==> config.mk <==
export PLATFORM = sky130hd
export DESIGN_NAME = bk_adder_pipe
export DESIGN_NICKNAME = d
export VERILOG_FILES = /design/src/rtl/bk_pkg.sv /design/src/rtl/bk_prefix_level.sv /design/src/rtl/bk_adder_pipe.sv
export SDC_FILE = /design/constraint.sdc
export NUM_CORES = 1
export LEC_CHECK = 0
export ABC_AREA = 1
export CORE_MARGIN = 2
export CORE_UTILIZATION = 59
export DETAILED_ROUTE_END_ITERATION = 10
export PLACE_DENSITY = 0.82
export SYNTH_ARGS = -nofsm -noshare
export SYNTH_HDL_FRONTEND = slang
export SYNTH_HIERARCHICAL = 1
export SYNTH_SLANG_ARGS = --single-unit
export TNS_END_PERCENT = 20
==> constraint.sdc <==
create_clock -name clk -period 1.25 [get_ports clk]
set_input_delay 0.125 -clock clk [delete_from_list [all_inputs] [get_ports clk]]
set_output_delay 0.125 -clock clk [all_outputs]
set_load 0.03 [all_outputs]
==> src/rtl/bk_pkg.sv <==
// Shared types and elaboration helpers for the pipelined Brent-Kung adder.
package bk_pkg;

    typedef struct packed {
        logic g;
        logic p;
    } gp_t;

    // Prefix operator: hi covers the more significant span, lo the less significant one.
    function automatic gp_t gp_combine(gp_t hi, gp_t lo);
        gp_t r;
        r.g = hi.g | (hi.p & lo.g);
        r.p = hi.p & lo.p;
        return r;
    endfunction

    function automatic int unsigned bk_levels(int unsigned width);
        return 32'(2 * $clog2(width) - 1);
    endfunction

    function automatic int unsigned rank_after_level(int unsigned i, int unsigned stages,
                                                     int unsigned levels);
        return (i * (levels + 1)) / stages;
    endfunction

endpackage

==> src/rtl/bk_prefix_level.sv <==
// One combinational Brent-Kung prefix level: up-sweep for LEVEL < LG, down-sweep above.
module bk_prefix_level
    import bk_pkg::*;
#(
    parameter int unsigned N     = 16,
    parameter int unsigned LG    = 4,
    parameter int unsigned LEVEL = 0
) (
    input  gp_t [N-1:0] gp_in,
    output gp_t [N-1:0] gp_out
);

    localparam bit          UP   = (LEVEL < LG);
    localparam int unsigned SPAN = UP ? (1 << LEVEL) : (1 << (2 * LG - 2 - LEVEL));

    // Up-sweep combines at the top of each 2*SPAN block; down-sweep fills the odd multiples of SPAN.
    for (genvar i = 0; i < N; i++) begin : g_bit
        localparam int unsigned K   = i + 1;
        localparam bit          ACT = UP ? (K % (2 * SPAN) == 0)
                                         : ((K % (2 * SPAN) == SPAN) && (K > SPAN));
        if (ACT) begin : g_op
            assign gp_out[i] = gp_combine(gp_in[i], gp_in[i - SPAN]);
        end else begin : g_pass
            assign gp_out[i] = gp_in[i];
        end
    end

endmodule

==> src/rtl/bk_adder_pipe.sv <==
// Pipelined Brent-Kung adder/subtractor with an elastic valid/ready pipeline.
module bk_adder_pipe
    import bk_pkg::*;
#(
    parameter int unsigned WIDTH  = 12,
    parameter int unsigned STAGES = 2
) (
    input  logic             clk,
    input  logic             rst_n,
    input  logic             in_valid,
    output logic             in_ready,
    input  logic [WIDTH-1:0] a,
    input  logic [WIDTH-1:0] b,
    input  logic             cin,
    input  logic             sub,
    output logic             out_valid,
    input  logic             out_ready,
    output logic [WIDTH-1:0] sum,
    output logic             cout,
    output logic             ovf
);

    localparam int unsigned LG     = $clog2(WIDTH);
    localparam int unsigned N      = 2 ** LG;
    localparam int unsigned LEVELS = bk_levels(WIDTH);

    // Rank number (1..STAGES-1) registered after prefix level pos, or 0 if none.
    function automatic int unsigned rank_at(int unsigned pos);
        int unsigned r = 0;
        for (int unsigned i = 1; i < STAGES; i++) begin
            if (rank_after_level(i, STAGES, LEVELS) == pos) r = i;
        end
        return r;
    endfunction

    logic [STAGES-1:0] vld;
    logic [STAGES-1:0] ld;
    logic [STAGES-1:0] vin;
    logic [STAGES-1:0] en;

    logic [WIDTH-1:0]  b_eff;
    logic              c0;
    gp_t  [N-1:0]      gp0;

    gp_t  [N-1:0]      gp_d [1:LEVELS];
    gp_t  [N-1:0]      gp_q [0:LEVELS];
    logic [WIDTH-1:0]  p_q  [0:LEVELS];
    logic              c0_q [0:LEVELS];

    logic [WIDTH-1:0]  carry;
    logic [WIDTH-1:0]  sum_c;
    logic              cout_c;
    logic              ovf_c;
    logic              unused_gp;

    // Ready chain: a rank accepts when empty or when the rank after it moves.
    always_comb begin
        ld = '0;
        vin = '0;
        ld[STAGES-1] = !vld[STAGES-1] | out_ready;
        for (int r = int'(STAGES) - 2; r >= 0; r--) begin
            ld[r] = !vld[r] | ld[r+1];
        end
        vin[0] = in_valid;
        for (int r = 1; r < int'(STAGES); r++) begin
            vin[r] = vld[r-1];
        end
        en = ld & vin;
    end

    always_ff @(posedge clk or negedge rst_n) begin
        if (!rst_n) begin
            vld <= '0;
        end else begin
            vld <= (vld & ~ld) | (vin & ld);
        end
    end

    assign in_ready  = ld[0];
    assign out_valid = vld[STAGES-1];

    // Operand conditioning; carry-in is folded into bit 0 so the tree yields every carry.
    always_comb begin
        b_eff = sub ? ~b : b;
        c0    = sub | cin;
        gp0   = '0;
        for (int i = 0; i < int'(WIDTH); i++) begin
            gp0[i].g = a[i] & b_eff[i];
            gp0[i].p = a[i] ^ b_eff[i];
        end
        gp0[0].g = gp0[0].g | (gp0[0].p & c0);
    end

    assign gp_q[0] = gp0;
    assign p_q[0]  = a ^ b_eff;
    assign c0_q[0] = c0;

    for (genvar j = 1; j <= int'(LEVELS); j++) begin : g_lvl
        localparam int unsigned RANK = rank_at(j);

        bk_prefix_level #(
            .N    (N),
            .LG   (LG),
            .LEVEL(j - 1)
        ) u_level (
            .gp_in (gp_q[j-1]),
            .gp_out(gp_d[j])
        );

        if (RANK != 0) begin : g_rank
            gp_t  [N-1:0]     gp_r;
            logic [WIDTH-1:0] p_r;
            logic             c0_r;

            always_ff @(posedge clk or negedge rst_n) begin
                if (!rst_n) begin
                    gp_r <= '0;
                    p_r  <= '0;
                    c0_r <= 1'b0;
                end else if (en[RANK-1]) begin
                    gp_r <= gp_d[j];
                    p_r  <= p_q[j-1];
                    c0_r <= c0_q[j-1];
                end
            end

            assign gp_q[j] = gp_r;
            assign p_q[j]  = p_r;
            assign c0_q[j] = c0_r;
        end else begin : g_thru
            assign gp_q[j] = gp_d[j];
            assign p_q[j]  = p_q[j-1];
            assign c0_q[j] = c0_q[j-1];
        end
    end

    // Carry into bit i is the group generate of bits [i-1:0].
    always_comb begin
        carry    = '0;
        carry[0] = c0_q[LEVELS];
        for (int i = 1; i < int'(WIDTH); i++) begin
            carry[i] = gp_q[LEVELS][i-1].g;
        end
    end

    assign sum_c     = p_q[LEVELS] ^ carry;
    assign cout_c    = gp_q[LEVELS][WIDTH-1].g;
    assign ovf_c     = carry[WIDTH-1] ^ cout_c;
    assign unused_gp = ^gp_q[LEVELS];

    always_ff @(posedge clk or negedge rst_n) begin
        if (!rst_n) begin
            sum  <= '0;
            cout <= 1'b0;
            ovf  <= 1'b0;
        end else if (en[STAGES-1]) begin
            sum  <= sum_c;
            cout <= cout_c;
            ovf  <= ovf_c;
        end
    end

endmodule

# After elaboration in Yosys (flattened, before gate mapping)
# Index checks and enable logic that the tools add are counted.
# classes
n_addsub	0
multipliers	0
n_div	0
magnitude_cmp	0
eq_ne	0
n_shift	0
mux	1
bitwise_logic	80
reduce_logical	2
# ops
cell	count
1-bit AND	38
12-bit XOR	2
1-bit OR	22
1-bit XOR	13
12-bit two-way mux	1
12-bit inverter	1
2-bit AND	2
1-bit logical NOT	2
2-bit inverter	1
2-bit OR	1
# totals
ff_bits	49
latchBits	0
mem_bits_rw	0
rom_bits	0
input_bits	30
out_inout_bits	16
mem_count	0

# Depth between registers and ports, before layout
# Gate-level depths: netlist of the first run.
# logic_depth
depth_word	11
ltp_mapped	14
depth_no_buf	11

# Cells and area by module
# The synthesis of the first run kept the hierarchy.
# modules_own_cells
mod	instances	cells_each	area_per_inst_um2	seq_area_each_um2
bk_adder_pipe	1	345	2912.8	1526.5
bk_prefix_level (g_lvl[4].u_level ...)	2	35	244.0	0.0
bk_prefix_level (g_lvl[1].u_level)	1	56	270.3	0.0
bk_prefix_level (g_lvl[7].u_level)	1	53	266.5	0.0
bk_prefix_level (g_lvl[2].u_level)	1	44	255.2	0.0
bk_prefix_level (g_lvl[6].u_level)	1	41	251.5	0.0
bk_prefix_level (g_lvl[3].u_level)	1	38	247.7	0.0

# Worst setup path after synthesis of the first run
# No wires, ideal clock.
# synth_timing
path_type	input to register
start	in sub
end	reg g_lvl[4].g_rank.gp_r[1] (netlist name)
setup_ps	116
arrival_ps	1655
required_ps	1134
path_slack_ps	-521
stages	11
path_buffers	6
path_cell_list	clkbuf_2 buf_4 xor2_1 ha_1 a21o_1 buf_4 buf_4 buf_4 buf_4 nand3_1 nand2_1
# synth_rtl
element	line	source
start, declared	bk_adder_pipe.sv:15	input logic sub,
end signal, assigned	bk_adder_pipe.sv:121	gp_r <= gp_d[j];
end, declared	bk_adder_pipe.sv:111	gp_t [N-1:0] gp_r;

==> results of run 1 <==
final timing paths:
check | to | depth (start not counted) | slack (ns) | start
min | g_lvl[4].g_rank.p_r[7] | 3 | 0.33 | rst_n
min in group clk | g_lvl[4].g_rank.gp_r[11] | 7 | 0.44 | b[5]
max reg2reg | g_lvl[4].g_rank.p_r[3] | 5 | 0.11 | flop
max in group asynchronous | g_lvl[4].g_rank.p_r[11] | 3 | 0.70 | rst_n
max | in_ready | 3 | 0.03 | flop
min reg2reg | g_lvl[4].g_rank.gp_r[19] | 2 | 0.47 | g_lvl[4].g_rank.gp_r[19]
metrics by stage:
stage               instances  setup WS, ns
floorplan                 470        -0.373
global placement          496        -0.564
detailed placement        496        -0.651
CTS                       505       -0.0769
global route              517       -0.0256
finish                    517        0.0317
routing by layer:
layer,part of all wire,GRT usage
met1,0.48,0.230
met2,0.46,0.280
met3,0.047,0.0333
met4,0.012,0.0424
met5,0,0
critical path: stages (launching register included):
cell,delay (ns)
dfrtp_1,0.42
nand3_4,0.10
buf_8,0.15
buf_6,0.13
state kept, by name, summed over array words and instances (netlist names), named ones only:
signal	count
g_lvl.g_rank.p_r	12
ovf	1
g_lvl.g_rank.c0_r	1
g_lvl.g_rank.gp_r	20
sum	12
cout	1
cell usage in the layout (no fill, tap or decap), types with 2 or more instances in the layout:
master           instances
nand2_2                  5
xor2_1                  12
dlymetal6s2s_1           7
buf_6                    3
nand3_1                 29
buf_4                   37
clkbuf_8                 5
dfrtp_1                 49
nand3_2                  4
buf_2                    2
dlygate4sd2_1           16
ha_1                    12
nor2_1                  22
clkdlybuf4s50_1         17
nand2_1                166
inv_1                   42
buf_12                   3
bufinv_16                2
report_power, final:
| part | internal [W] | leakage [nW] | switching (W) |
|---|---|---|---|
| Combinational | 0.000870 | 1.51 | 0.00122 |
| Clock | 0.000794 | 0.0681 | 0.000500 |
| Sequential | 0.00198 | 0.607 | 0.000239 |
cell type report:
type / instances / area share
Inverter: 43 / 0.0443
Clock buffer: 5 / 0.0189
Timing Repair Buffer: 88 / 0.222
Tap cell: 75 / 0.0258
Multi-Input combinational cell: 254 / 0.334
Clock inverter: 3 / 0.0179
Sequential cell: 49 / 0.337
timing repair:
action                                 in CTS  in global routing
hold buffers                                1                  0
buffers inserted                            0                 12
pin swaps                                   6                 30
endpoints found under the hold margin      49                  0
setup endpoints to repair                  40                  6
resized for setup                          24                 16
==> impl_metrics.tcl, run 1 <==
set metrics [dict create \
    port_buffers 45 \
    die_w_um 81.1 \
    finalClockSkew_ns 0.00561 \
    wl_per_cell_um 10.2 \
    dieArea_sq_mm 0.00658 \
    worstPathArrival_ns 1.09 \
    place_area_sq_mm 0.00339 \
    power_w 0.00560 \
    first_iter_violations 143 \
    grt_setup_unrepaired "yes" \
    post-route-min-period_ns 1.22 \
    final.setup.tns_ns 0 \
    cts_buffers 5 \
    vias_per_cell 4.53 \
    start_kind "flop" \
    critPathRequiredTime_ns 1.12 \
    layout-drive-gt1-share 0.152 \
    cts_tree "yes" \
    path_max_fanout 9 \
    hold_class "in2async" \
    endpoint_kind "output pin" \
    initial_core_util 0.600 \
    grt_max_degree 50 \
    drv_cap 0 \
    clkTransAtPathRegs_ns 0.09 \
    tightest_slew_ns 0.309 \
    grt.total_usage 0.170 \
    syn_nets 512 \
    vias 2343 \
    maxSlewHeadroom 0.795 \
    max_freq_mhz 821 \
    clock-root-buffer "clkbuf_8" \
    vdd_drop_max_mv 0.691 \
    yosysWarnings 6 \
    slew_violations 0 \
    gp_congestion 0.808 \
    cts_max_level 2 \
    status "complete, no violations" \
    total_leakage_power_nw 2.19 \
    power_density_mw_per_mm2 1540 \
    fin_nets 483 \
    period_share 0.975 \
    fin_hold_ws_ns 0.332 \
    register_area_sq_mm 0.00123 \
    ant_nets 0 \
    row_count 28 \
    overflow 0 \
    final_util 0.623 \
    drcViolationCount 0 \
    setup_viol 0 \
    syn2layout_area_growth_pct 3.81 \
    die_h_um 81.1 \
    grt_pass1_wl_um 8810 \
    syn_inst 470 \
    fp.coreArea_sq_mm 0.00585 \
    n_fill_cell 514 \
    firstDrtPassIters 6 \
    syn_area_sq_mm 0.00351 \
    clockBufferDepth 2 \
    grt_pass1_vias 2098 \
    routed_wl_um 5250 \
    design_area_sq_mm 0.00364 \
    syn_avg_cell_area_sq_um 7.47 \
    io_pins 46 \
    crit_type "reg2out" \
    antenna_found_initial 0 \
    antenna_cells 0 \
    clkSinkCount 49 \
    hold_viol 0 \
    multi_input_area_sq_mm 0.00122 \
    clk_latency_ns 0.29 \
    dpl.hpwl_um 3980 \
]
Power figures use the tool's default switching activity.
==> inputs of run 2 (changes only) <==
--- a/config.mk
+++ b/config.mk
@@ -10,6 +10,7 @@
 export CORE_UTILIZATION = 59
 export DETAILED_ROUTE_END_ITERATION = 10
 export PLACE_DENSITY = 0.82
+export REMOVE_ABC_BUFFERS = 1
 export SYNTH_ARGS = -nofsm -noshare
 export SYNTH_HDL_FRONTEND = slang
 export SYNTH_HIERARCHICAL = 1
==> constraint.sdc (replaced) <==
create_clock -name clk -period 1.21 [get_ports clk]
set_input_delay 0.121 -clock clk [delete_from_list [all_inputs] [get_ports clk]]
set_output_delay 0.121 -clock clk [all_outputs]
set_load 0.03 [all_outputs]
==> run 2 against run 1 <==
Net effect:
- the run now ends with setup timing left
- final area fell by 2.6%
- setup slack worse by 0.12 ns
- via count rose by 2.8%
- critical path depth is the same
- non-clock buffer count shrank 9
- first-iteration DRC count grew 7.7%
- clock-buffer cell count is 3 higher
- clock power fell by 27%
- utilization shrank 1.6 points
- largest cell class unchanged
- largest power group unchanged
- highest routed layer unchanged
==> impl_metrics.tcl, run 2 (same netlist as run 1, synthesis figures left out) <==
set metrics [dict create \
    cts_max_level 2 \
    largest_reg_flops 20 \
    rrSetupSlack_ns 0 \
    register_area_sq_mm 0.00123 \
    tightest_slew_ns 0.312 \
    internal_power_w 0.00335 \
    overflow 0 \
    vias 2408 \
    ant_nets 0 \
    hold_viol 0 \
    place_area_sq_mm 0.00331 \
    slew_violations 0 \
    final_cells 508 \
    post-route-min-period_ns 1.30 \
    port_buffers 45 \
    layout-drive-gt1-share 0.122 \
    die_h_um 81.1 \
    final_cell_mix "167 x nand2_1, 49 x dfrtp_1, 41 x inv_1" \
    drv_cap 0 \
    crit_type "reg2out" \
    grt_pass1_vias 2251 \
    start_kind "flop" \
    first_iter_violations 154 \
    n_fill_cell 520 \
    cts_buffers 5 \
    power_density_mw_per_mm2 1530 \
    clockBufferDepth 2 \
    r2r_cells 6 \
    clock-root-buffer "clkbuf_8" \
    firstDrtPassIters 4 \
    status "finished, violations left" \
    clk_latency_ns 0.31 \
    vdd_drop_max_mv 0.683 \
    fin_hold_ws_ns 0.318 \
    grt_setup_unrepaired "yes" \
    largestRegisters "g_lvl.g_rank.gp_r x20, g_lvl.g_rank.p_r x12, sum x12" \
    p_sw_frac 0.381 \
    maxSlewHeadroom 0.793 \
    finalClockSkew_ns 0.00746 \
    final_common_cell "nand2_1" \
    grt_max_degree 50 \
    grtUsageMet3 0.0311 \
    wl_per_cell_um 11.7 \
    grt_pass1_wl_um 9580 \
    antenna_found_initial 0 \
    cts_tree "yes" \
    multi_input_area_sq_mm 0.00122 \
    regToRegEndpoint "sum[10]" \
    combPwrFrac 0.402 \
    clkSinkCount 49 \
    fp.coreArea_sq_mm 0.00585 \
    gp_congestion 0.811 \
    switchingPower_w 0.00207 \
    syn2layout_area_growth_pct 1.07 \
    worstPathArrival_ns 1.18 \
    dieArea_sq_mm 0.00658 \
    routed_wl_um 5930 \
    row_count 28 \
    top_register "g_lvl.g_rank.gp_r" \
    cp-endpoint "in_ready" \
    busiest_layer "met2" \
    path_max_fanout 6 \
    grt.total_usage 0.189 \
    hold_class "in2async" \
    dp.cells 488 \
    violations "setup timing" \
    dpl.hpwl_um 4120 \
    grtUsageMet1 0.222 \
    critPathRequiredTime_ns 1.09 \
    io_pins 46 \
    die_w_um 81.1 \
    vias_per_cell 4.74 \
    fin_nets 474 \
    setup_viol 3 \
    period_share 1.07 \
    endpoint_kind "output pin" \
    power_w 0.00542 \
    design_area_sq_mm 0.00355 \
    initial_core_util 0.600 \
    grt_use_met2 0.348 \
    max_freq_mhz 769 \
    finalWorstSetupSlack_ns -0.0904 \
    drcViolationCount 0 \
    clockPowerShare 0.173 \
    clkTransAtPathRegs_ns 0.09 \
    seq_power_share 0.425 \
    antenna_cells 0 \
    total_leakage_power_nw 2.10 \
]
run 2: cell count changes in the layout (fill, tap and decap cells not counted), sizes merged:
cell / delta
buf: -10
bufinv: -2
clkbuf: +4
clkdlybuf4s15: +11
clkinv: -1
dlygate4sd2: -11
run 2: power by group through the flow:
stage	Combinational, W	Sequential (W)	Clock, W
after global placement	0.00210	0.00231	0
after detailed placement	0.00217	0.00233	0
after CTS	0.00208	0.00229	0.000949
after floorplan	0.000857	0.00269	0
after global routing	0.00242	0.00236	0.00102
final	0.00218	0.00230	0.000938
run 2: how the worst min path moves through the flow:
stage	cells past startpoint	start	slack [ns]	end
after global routing	3	rst_n	0.35	cout
after global placement	2	rst_n	0.13	cout
final	3	rst_n	0.32	cout
after floorplan	0	rst_n	-0.17	async pin
after CTS	3	rst_n	0.33	sum[11]
after detailed placement	2	rst_n	0.13	sum[11]
run 2: what timing repair did:
action / in CTS / in global routing
hold endpoints to repair: 49 / 0
setup endpoints to repair: 40 / 20
pin swaps: 14 / 17
buffers inserted: 3 / 7
gates cloned: 0 / 1
gates resized for setup: 25 / 27
hold buffers: 1 / 0
run 2: per-layer routing:
metal	routed length (um)	part of all wire
met5	0	0
met4	100	0.017
met3	270	0.046
met2	3080	0.52
met1	2480	0.42
run 2: metrics by stage:
stage	TNS [ns]	worst slack [ns]	utilization
after floorplan	-19.42	-0.583	-
after global placement	-12.05	-0.640	0.565
after detailed placement	-13.51	-0.693	0.565
after CTS	-0.191	-0.105	0.585
after global routing	-0.890	-0.127	0.606
final	-0.108	-0.0904	0.606
run 2: area by class of cell:
cell class	instances	share of cell area
sequential	49	0.346
multi-input combinational	254	0.343
timing repair buffer	79	0.217
inverter	43	0.0455
tap	75	0.0265
clock buffer	8	0.0226
run 2: critical path, cell delays in order (launching register included):
cell and delay (ns):
dfrtp_1 0.43, nand3_4 0.15, buf_12 0.17, buf_8 0.13
==> inputs of run 3 (changes only) <==
--- a/config.mk
+++ b/config.mk
@@ -8,6 +8,7 @@
 export ABC_AREA = 1
 export CORE_MARGIN = 2
 export CORE_UTILIZATION = 59
+export CTS_CLUSTER_SIZE = 40
 export DETAILED_ROUTE_END_ITERATION = 10
 export PLACE_DENSITY = 0.82
 export REMOVE_ABC_BUFFERS = 1
==> results of run 3 <==
The final DEF is identical to that of run 2; final timing and power are the same.
